<file path="src/rtl/uart_tx_arbiter_pkg.sv">
// Shared UART definitions: arbiter state encoding and default sizing used by the
// transmitter, the senders and the transmit arbiter.
package uart_tx_arbiter_pkg;

  // Number of byte-stream requesters sharing one transmitter.
  localparam int unsigned UartNReqDefault    = 3;
  // Silent cycles a granted requester may hold the transmitter before losing it.
  localparam int unsigned UartTimeoutDefault = 50000;

  typedef enum logic [0:0] {
    StIdle = 1'b0,  // no owner, arbitrating
    StSend = 1'b1   // frame locked to one requester
  } arb_state_e;

endpackage

</file>
<file path="src/rtl/uart_tx_arbiter_rr_pick.sv">
// Combinational round-robin priority encoder: picks the first requesting bit at or
// above ptr_i, wrapping to bit 0 when nothing at or above the pointer is requesting.
module uart_tx_arbiter_rr_pick #(
  parameter int unsigned N_REQ = 3,
  parameter int unsigned PtrW  = $clog2(N_REQ)
) (
  input  logic [N_REQ-1:0] req_i,
  input  logic [PtrW-1:0]  ptr_i,
  output logic [N_REQ-1:0] winner_o,
  output logic             any_o
);

  logic [N_REQ-1:0] mask;
  logic [N_REQ-1:0] req_hi;
  logic [N_REQ-1:0] pick;

  // Prefer requesters at/above the pointer, then isolate the lowest set bit.
  always_comb begin
    mask = '0;
    for (int i = 0; i < N_REQ; i++) begin
      mask[i] = (i >= int'(ptr_i));
    end
    req_hi   = req_i & mask;
    pick     = (|req_hi) ? req_hi : req_i;
    winner_o = pick & (~pick + N_REQ'(1));
    any_o    = |req_i;
  end

endmodule

</file>
<file path="src/rtl/uart_tx_arbiter.sv">
// Round-robin arbiter that locks the UART transmitter to one requester for a whole
// frame, forwards one byte per handshake as a single-cycle strobe, and revokes the
// grant if the owner stays silent for too long.
module uart_tx_arbiter
  import uart_tx_arbiter_pkg::*;
#(
  parameter int unsigned N_REQ   = UartNReqDefault,
  parameter int unsigned TIMEOUT = UartTimeoutDefault
) (
  input  logic               clk,
  input  logic               rst,
  input  logic [N_REQ-1:0]   req_valid_i,
  input  logic [8*N_REQ-1:0] req_data_i,
  input  logic [N_REQ-1:0]   req_last_i,
  output logic [N_REQ-1:0]   req_ready_o,
  input  logic               uart_ready_i,
  output logic [7:0]         tx_data_o,
  output logic               tx_valid_o,
  output logic [N_REQ-1:0]   grant_o,
  output logic               busy_o,
  output logic               timeout_err_o
);

  localparam int unsigned PtrW = $clog2(N_REQ);
  localparam int unsigned CntW = $clog2(TIMEOUT);

  arb_state_e       state_q, state_d;
  logic [N_REQ-1:0] grant_q, grant_d;
  logic [PtrW-1:0]  rr_ptr_q, rr_ptr_d;
  logic [CntW-1:0]  idle_cnt_q, idle_cnt_d;
  logic             tx_valid_q, tx_valid_d;
  logic [7:0]       tx_data_q, tx_data_d;
  logic             timeout_err_q, timeout_err_d;

  logic [N_REQ-1:0] win;
  logic             win_any;
  logic             own_valid;
  logic             own_last;
  logic [7:0]       own_data;
  logic [PtrW-1:0]  own_next;
  logic             handshake;
  logic             idle_cycle;
  logic             timeout_hit;

  uart_tx_arbiter_rr_pick #(
    .N_REQ (N_REQ),
    .PtrW  (PtrW)
  ) u_rr_pick (
    .req_i    (req_valid_i),
    .ptr_i    (rr_ptr_q),
    .winner_o (win),
    .any_o    (win_any)
  );

  // Owner's stream fields and the pointer value that follows the owner.
  always_comb begin
    own_valid = |(req_valid_i & grant_q);
    own_last  = |(req_last_i & grant_q);
    own_data  = '0;
    own_next  = '0;
    for (int i = 0; i < N_REQ; i++) begin
      if (grant_q[i]) begin
        own_data = req_data_i[8*i +: 8];
        own_next = PtrW'((i + 1) % N_REQ);
      end
    end
  end

  // Handshake and silence qualifiers; a silent owner cannot also handshake.
  always_comb begin
    handshake   = |req_ready_o;
    idle_cycle  = (state_q == StSend) && uart_ready_i && !tx_valid_q && !own_valid;
    timeout_hit = idle_cycle && (idle_cnt_q == CntW'(TIMEOUT - 1));
  end

  // FSM state register.
  always_ff @(posedge clk or posedge rst) begin
    if (rst) begin
      state_q <= StIdle;
    end else begin
      state_q <= state_d;
    end
  end

  // FSM next state: lock on a winner, release on last byte or timeout.
  always_comb begin
    state_d = state_q;
    unique case (state_q)
      StIdle: if (win_any) state_d = StSend;
      StSend: if ((handshake && own_last) || timeout_hit) state_d = StIdle;
      default: state_d = StIdle;
    endcase
  end

  // FSM outputs: only the owner may be accepted, and never while a strobe is out.
  always_comb begin
    busy_o      = (state_q == StSend);
    req_ready_o = '0;
    if ((state_q == StSend) && uart_ready_i && !tx_valid_q) begin
      req_ready_o = grant_q & req_valid_i;
    end
  end

  // Datapath next state: grant, pointer, idle counter and transmit strobe.
  always_comb begin
    grant_d       = grant_q;
    rr_ptr_d      = rr_ptr_q;
    idle_cnt_d    = idle_cnt_q;
    tx_data_d     = tx_data_q;
    tx_valid_d    = 1'b0;
    timeout_err_d = 1'b0;
    unique case (state_q)
      StIdle: begin
        idle_cnt_d = '0;
        if (win_any) grant_d = win;
      end
      StSend: begin
        if (handshake) begin
          tx_valid_d = 1'b1;
          tx_data_d  = own_data;
          idle_cnt_d = '0;
          if (own_last) begin
            grant_d  = '0;
            rr_ptr_d = own_next;
          end
        end else if (timeout_hit) begin
          grant_d       = '0;
          rr_ptr_d      = own_next;
          idle_cnt_d    = '0;
          timeout_err_d = 1'b1;
        end else if (idle_cycle) begin
          idle_cnt_d = idle_cnt_q + CntW'(1);
        end
      end
      default: ;
    endcase
  end

  // Datapath registers; reset discards any frame in flight.
  always_ff @(posedge clk or posedge rst) begin
    if (rst) begin
      grant_q       <= '0;
      rr_ptr_q      <= '0;
      idle_cnt_q    <= '0;
      tx_valid_q    <= 1'b0;
      tx_data_q     <= 8'h00;
      timeout_err_q <= 1'b0;
    end else begin
      grant_q       <= grant_d;
      rr_ptr_q      <= rr_ptr_d;
      idle_cnt_q    <= idle_cnt_d;
      tx_valid_q    <= tx_valid_d;
      tx_data_q     <= tx_data_d;
      timeout_err_q <= timeout_err_d;
    end
  end

  assign grant_o       = grant_q;
  assign tx_valid_o    = tx_valid_q;
  assign tx_data_o     = tx_data_q;
  assign timeout_err_o = timeout_err_q;

endmodule

</file>
<file path="config.mk">
export PLATFORM = sky130hd
export DESIGN_NAME = uart_tx_arbiter
export DESIGN_NICKNAME = d
export VERILOG_FILES = /design/src/rtl/uart_tx_arbiter_pkg.sv /design/src/rtl/uart_tx_arbiter_rr_pick.sv /design/src/rtl/uart_tx_arbiter.sv
export SDC_FILE = /design/constraint.sdc
export NUM_CORES = 1
export LEC_CHECK = 0
export ABC_CLOCK_PERIOD_IN_PS = 3300
export CORE_MARGIN = 5
export CORE_UTILIZATION = 45
export CTS_BUF_LIST = sky130_fd_sc_hd__clkbuf_4 sky130_fd_sc_hd__clkbuf_8
export CTS_CLUSTER_SIZE = 14
export DETAILED_ROUTE_END_ITERATION = 7
export GPL_ROUTABILITY_DRIVEN = 0
export PLACE_DENSITY = 0.72
export SLEW_MARGIN = 25
export SYNTH_ARGS = -nofsm -noshare
export SYNTH_HDL_FRONTEND = slang
export SYNTH_SLANG_ARGS = --single-unit
</file>
<file path="constraint.sdc">
create_clock -name clk -period 3.3 [get_ports clk]
set_clock_uncertainty 0.15 [all_clocks]
set_input_delay 0.825 -clock clk [delete_from_list [all_inputs] [get_ports clk]]
set_output_delay 0.825 -clock clk [all_outputs]
set_load 0.01 [all_outputs]
</file>
Word level (Yosys, flattened, before mapping)
Index checks and enable logic that the tools add are counted.
Operators by class
  $add $sub $neg: 2
  order comparisons: 3
  eq/ne operators: 6
  multiplexer cells: 28
  bitwise gates (word level): 6
  reductions and logical operators: 17
Operator list (number)
  16-bit 2-to-1 mux: 3
  16-bit one-hot mux with 2 select lines: 1
  8-bit 2-to-1 mux: 3
  3-bit 2-to-1 mux: 6
  16-bit by 1-bit adder with 16-bit output, second input constant: 1
  16-bit == test, second input constant: 1
  3-bit OR reduction: 5
  3-bit bitwise AND: 4
  2-bit 2-to-1 mux: 5
  1-bit 2-to-1 mux: 8
  3-bit one-hot mux with 2 select lines: 1
  3-bit AND reduction: 2
  1-bit logical AND: 5
  1-bit by 2-bit greater-or-equal comparator with 1-bit output, first input constant: 2
  4-bit by 1-bit inequality test with 1-bit output, second input constant: 1
  3-bit by 1-bit adder with 3-bit output, second input constant: 1
  3-bit by 1-bit inequality test with 1-bit output, second input constant: 1
  3-bit inequality test, second input constant: 1
  3-bit NOT: 1
  2-bit greater-or-equal comparator, first input constant: 1
  1-bit logical NOT: 2
  2-bit by 1-bit inequality test with 1-bit output, second input constant: 1
  2-bit inequality test, second input constant: 1
  1-bit one-hot mux with 2 select lines: 1
  4 further kinds: 4
Storage, ports and cells
  register bits after elaboration: 32

Logic depth before layout (Yosys ltp)
  word-level depth: 9
  gate-level depth with buffers: 7

By module
A second synthesis with hierarchy kept.
Unflattened totals
  cells, all modules: 207
  area, all modules: 1949.4 um^2
Modules (own cells, without submodules)
  uart_tx_arbiter: instances 1, cells an instance 196, area each 1865.5 um^2, seq. area each 800.8 um^2
  uart_tx_arbiter_rr_pick: instances 1, cells an instance 11, area each 83.8 um^2, seq. area each 0.0 um^2

Worst setup path before layout
OpenSTA, ideal clock, no wires.
  path type: input to register
  from: input req_valid_i[0]
  to: register rr_ptr_q[0]
  library setup time: 0.125 ns
  arrival time: 2.096 ns
  data required time: 3.025 ns
  setup slack: 0.929 ns
  cell stages on the path: 4
  buffers on the path: 0
  cells stage by stage: a222oi_1 nand2b_1 o21ai_4 mux2_4
Between the ends
  longest elaborated chain between the ends: 7
  elaborated cells between the ends (all ways): 11
  those cells by class: eq/ne (1); mux (2); bitwise (1); reduce/logical (7)
RTL lines
  start: declaration: line uart_tx_arbiter.sv:12  | input logic [N_REQ-1:0] req_valid_i,
  3-bit bitwise AND *: line uart_tx_arbiter.sv:57, uart_tx_arbiter.sv:100
  3-bit OR reduction: line uart_tx_arbiter.sv:57  | own_valid = |(req_valid_i & grant_q);
  1-bit logical NOT: line uart_tx_arbiter.sv:72  | idle_cycle = (state_q == StSend) && uart_ready_i && !tx_valid_q && !own_valid;
  1-bit logical AND: line uart_tx_arbiter.sv:72
  1-bit logical AND: line uart_tx_arbiter.sv:73  | timeout_hit = idle_cycle && (idle_cnt_q == CntW'(TIMEOUT - 1));
  2-bit nonzero test (no source line)
  3-bit AND reduction (no source line)
  end signal: assignment: line uart_tx_arbiter.sv:150  | rr_ptr_q <= rr_ptr_d;
  end: declaration: line uart_tx_arbiter.sv:29  | logic [PtrW-1:0] rr_ptr_q, rr_ptr_d;
Every way passes the cells marked *; elsewhere a longest branch is shown, timed or not.
A chain may end at the register's enable or synchronous reset.

Final worst setup path
  from: input uart_ready_i
  to: output req_ready_o[0]
Between the ends
  longest elaborated chain between the ends: 3
RTL lines
  start: declaration: line uart_tx_arbiter.sv:16  | input logic uart_ready_i,
  1-bit logical AND (2 in series): line uart_tx_arbiter.sv:99  | if ((state_q == StSend) && uart_ready_i && !tx_valid_q) begin
  3-bit 2-to-1 mux: line uart_tx_arbiter.sv:99
  end: declaration: line uart_tx_arbiter.sv:15  | output logic [N_REQ-1:0] req_ready_o,
No other way between the ends.

==> impl_metrics.csv <==
group,metric,value,unit
power,seqPwrFrac,35.6,%
worst_setup_path,setup.worst_path.end_class,"output pin",
drt,dr.pass1.iters,5,
final_layout,drive_above_1_share,12.0,%
sta,grt_setup_unrepaired,"false",
synth,synth.largest_area_cell,"dfrtp_1",
synth,yosys_warnings,0,
synth,synth_ff_type,"dfrtp_1",
drt,post_drt_wl_per_cell,16.4,microns
final_layout,seq_area,801,sq um
sta,relSlewSlack,54.2,%
place,dp.cells,292,
global_routing,grt_pass1_vias,1769,
sta,finalMaxSlewViolations,0,
sta,min_period_over_period,87.2,%
final_layout,fillCellCount,334,
synth,synth-edff-count,0,
power,leakagePower,0.00103,uW
synth,syn_nets,229,
power,pwr-share-comb,44.3,%
cts,cts.htree.levels,2,
cts,holdBufCountCts,0,
run,drv_cap,0,
drt,num_vias,1728,
sta,worstMarginPinSlew,0.686,ns
final_layout,nets,283,
drt,drt_wl_total,4920,microns
final_layout,finalNonFillerCells,300,
place,place_area,2390,sq um
floorplanning,die_w,73.5,microns
synth,synthesis.area_per_instance,9.31,sq um
final_layout,finalInstanceArea,2500,sq um
sta,finalSetupViolCount,0,
synth,netlist.area_leader.share,44.1,%
cts,cts_tree,"built",
cts,cts.sinks,32,
synth,synthCells,195,
power,max-vdd-ir-drop,404,uV
synth,synth.cell_area,1820,sq um
synth,synth_common_cells,"dfrtp_1, nand2_1, o21ai_0",
cts,clockBufferDepth,2,
power,switching_share,36.6,%
place,pre_cts_ws,0.0231,ns
floorplanning,initial_utilization,46.0,%
worst_setup_path,cp.arrival,1.90,ns
synth,synth_cell_types,38,
power,p_switching,602,uW
synth,ys_ff_latch,32,
global_routing,antenna_found_initial,0,
floorplanning,num_rows,23,
cts,cts_root_buf,"clkbuf_8",
sta,finalHoldViolCount,0,
synth,synth_seq_area_share,44.1,%
drt,remaining_drc_errors,0,
sta,fin_crit,2.88,ns
sta,whs,0.355,ns
global_routing,track_usage,20.0,%
final_layout,area_growth,37.6,%
min_path,hp-class,"reg2reg",
floorplanning,dieArea,5400,sq um
power,p_per_area,658,nW/um^2
synth,ys_top_cells_by_area,"dfrtp_1, mux2_2, nand2_1, xnor2_1, a22oi_1",
worst_setup_path,worstSetupStartpointType,"input port",
cts,post_cts_buffers,0,
floorplanning,ioPinCount,50,
place,portBuffers,49,
drt,vias_per_cell,5.76,
cts,clk_latency,0.29,ns
power,clkPwrFrac,20.2,%
drt,drt_first_iter_violations,148,
synth,synthArstFlopShare,100,%
cts,cts_made_buffers,5,
power,p_int,1040,uW
global_routing,grt_start_max_net_pins,33,
drt,antenna_left,0,
synth,synth_most_common_cell,"dfrtp_1",
sta,finalWorstSetupSlack,0.421,ns
worst_setup_path,crit_fanout,7,
floorplanning,placeableCoreArea,3940,sq um
place,hpwl,3510,microns
global_routing,grt_pass1_wl,8250,microns
sta,setup_tns,0,ns
cts,cts_resized,0,
sta,fmax,347,MHz
cts,clk_pin_slew,0.07,ns
global_routing,overflow,0,
status,status,"finished clean",
final_layout,antenna-diode-count,0,
worst_setup_path,cp.required,2.32,ns
worst_setup_path,crit_type,"in2out",
final_layout,multi_input_area,945,sq um
floorplanning,fp.dieH,73.5,microns
==> sequential cells by signal (all words and copies together), names as in the netlist <==
name	flops
idle_cnt_q	16
tx_data_o	8
grant_o	3
rr_ptr_q	2
busy_o	1
timeout_err_o	1
tx_valid_o	1
==> worst paths after layout <==
check / from / to / slack, ns / depth (start not counted)
setup / recovery: uart_ready_i / req_ready_o[0] / 0.42 / 4
hold / removal: tx_data_o[4] / tx_data_o[4] / 0.36 / 1
setup reg to reg: idle_cnt_q[12] / rr_ptr_q[0] / 0.63 / 4
hold reg to reg: tx_data_o[4] / tx_data_o[4] / 0.36 / 1
max in group asynchronous: rst / idle_cnt_q[14] / 1.94 / 3
min in group asynchronous: rst / tx_data_o[5] / 0.77 / 3
==> cells in the final DEF, fill, tap and decap left out, types with 3 or more instances in the layout <==
master / instances
a211oi_1: 6
a21oi_1: 6
a22oi_1: 8
a31oi_1: 6
buf_4: 9
clkbuf_8: 6
clkdlybuf4s50_1: 46
dfrtp_1: 32
dlymetal6s2s_1: 3
inv_1: 7
mux2_2: 8
nand2_1: 23
nand2b_1: 3
nand3_1: 10
nand3b_1: 3
nand4_1: 5
nor2_1: 7
nor2b_1: 5
nor3_1: 10
o21ai_0: 11
xnor2_1: 8
==> layout make-up <==
class                   instances  share of cell area [%]
flip-flops and latches         32                    32.1
repair buffers                 58                    22.6
clock buffers                   8                    3.91
multi-input cells             145                    37.8
inverters                       7                    1.05
well taps                      50                    2.51
==> power groups by stage <==
stage          logic [uW]  clock network, uW  registers, uW
6_report              727                332            584
2_1_floorplan         382                  0            598
5_1_grt               798                345            601
3_3_place_gp          717                  0            586
3_5_place_dp          727                  0            590
4_1_cts               732                332            584
==> critical path, stage by stage <==
cell	delay, ns
clkdlybuf4s50_1	0.50
nand3b_1	0.23
nor2_1	0.17
dlymetal6s2s_1	0.19
==> stage by stage <==
stage	utilization, %	power, uW
6_report	63.3	1640
5_1_grt	63.3	1740
4_1_cts	63.2	1650
3_5_place_dp	60.7	1320
3_3_place_gp	60.7	1300
2_1_floorplan	-	980
==> cells by family after synthesis <==
logic type	count (synthesis)	synth area share, %
AOI/OAI and AO/OA	52	20.0
xor gates and xnor gates	8	3.86
buffers and inverters	18	3.86
muxes	10	6.62
adders and majority gates	1	0.689
DFF	32	44.1
and+or+nand+nor	74	20.9
==> metal layers <==
layer / vias to the layer above / global-route usage (%) / wire length (microns)
met1: 828 / 25.7 / 2210
met2: 52 / 31.5 / 2340
met3: 10 / 4.65 / 265
met5: - / 0 / 0
met4: 0 / 9.86 / 100
li1: 838 / - / -
Note: power is estimated with default switching activity, not from simulation.
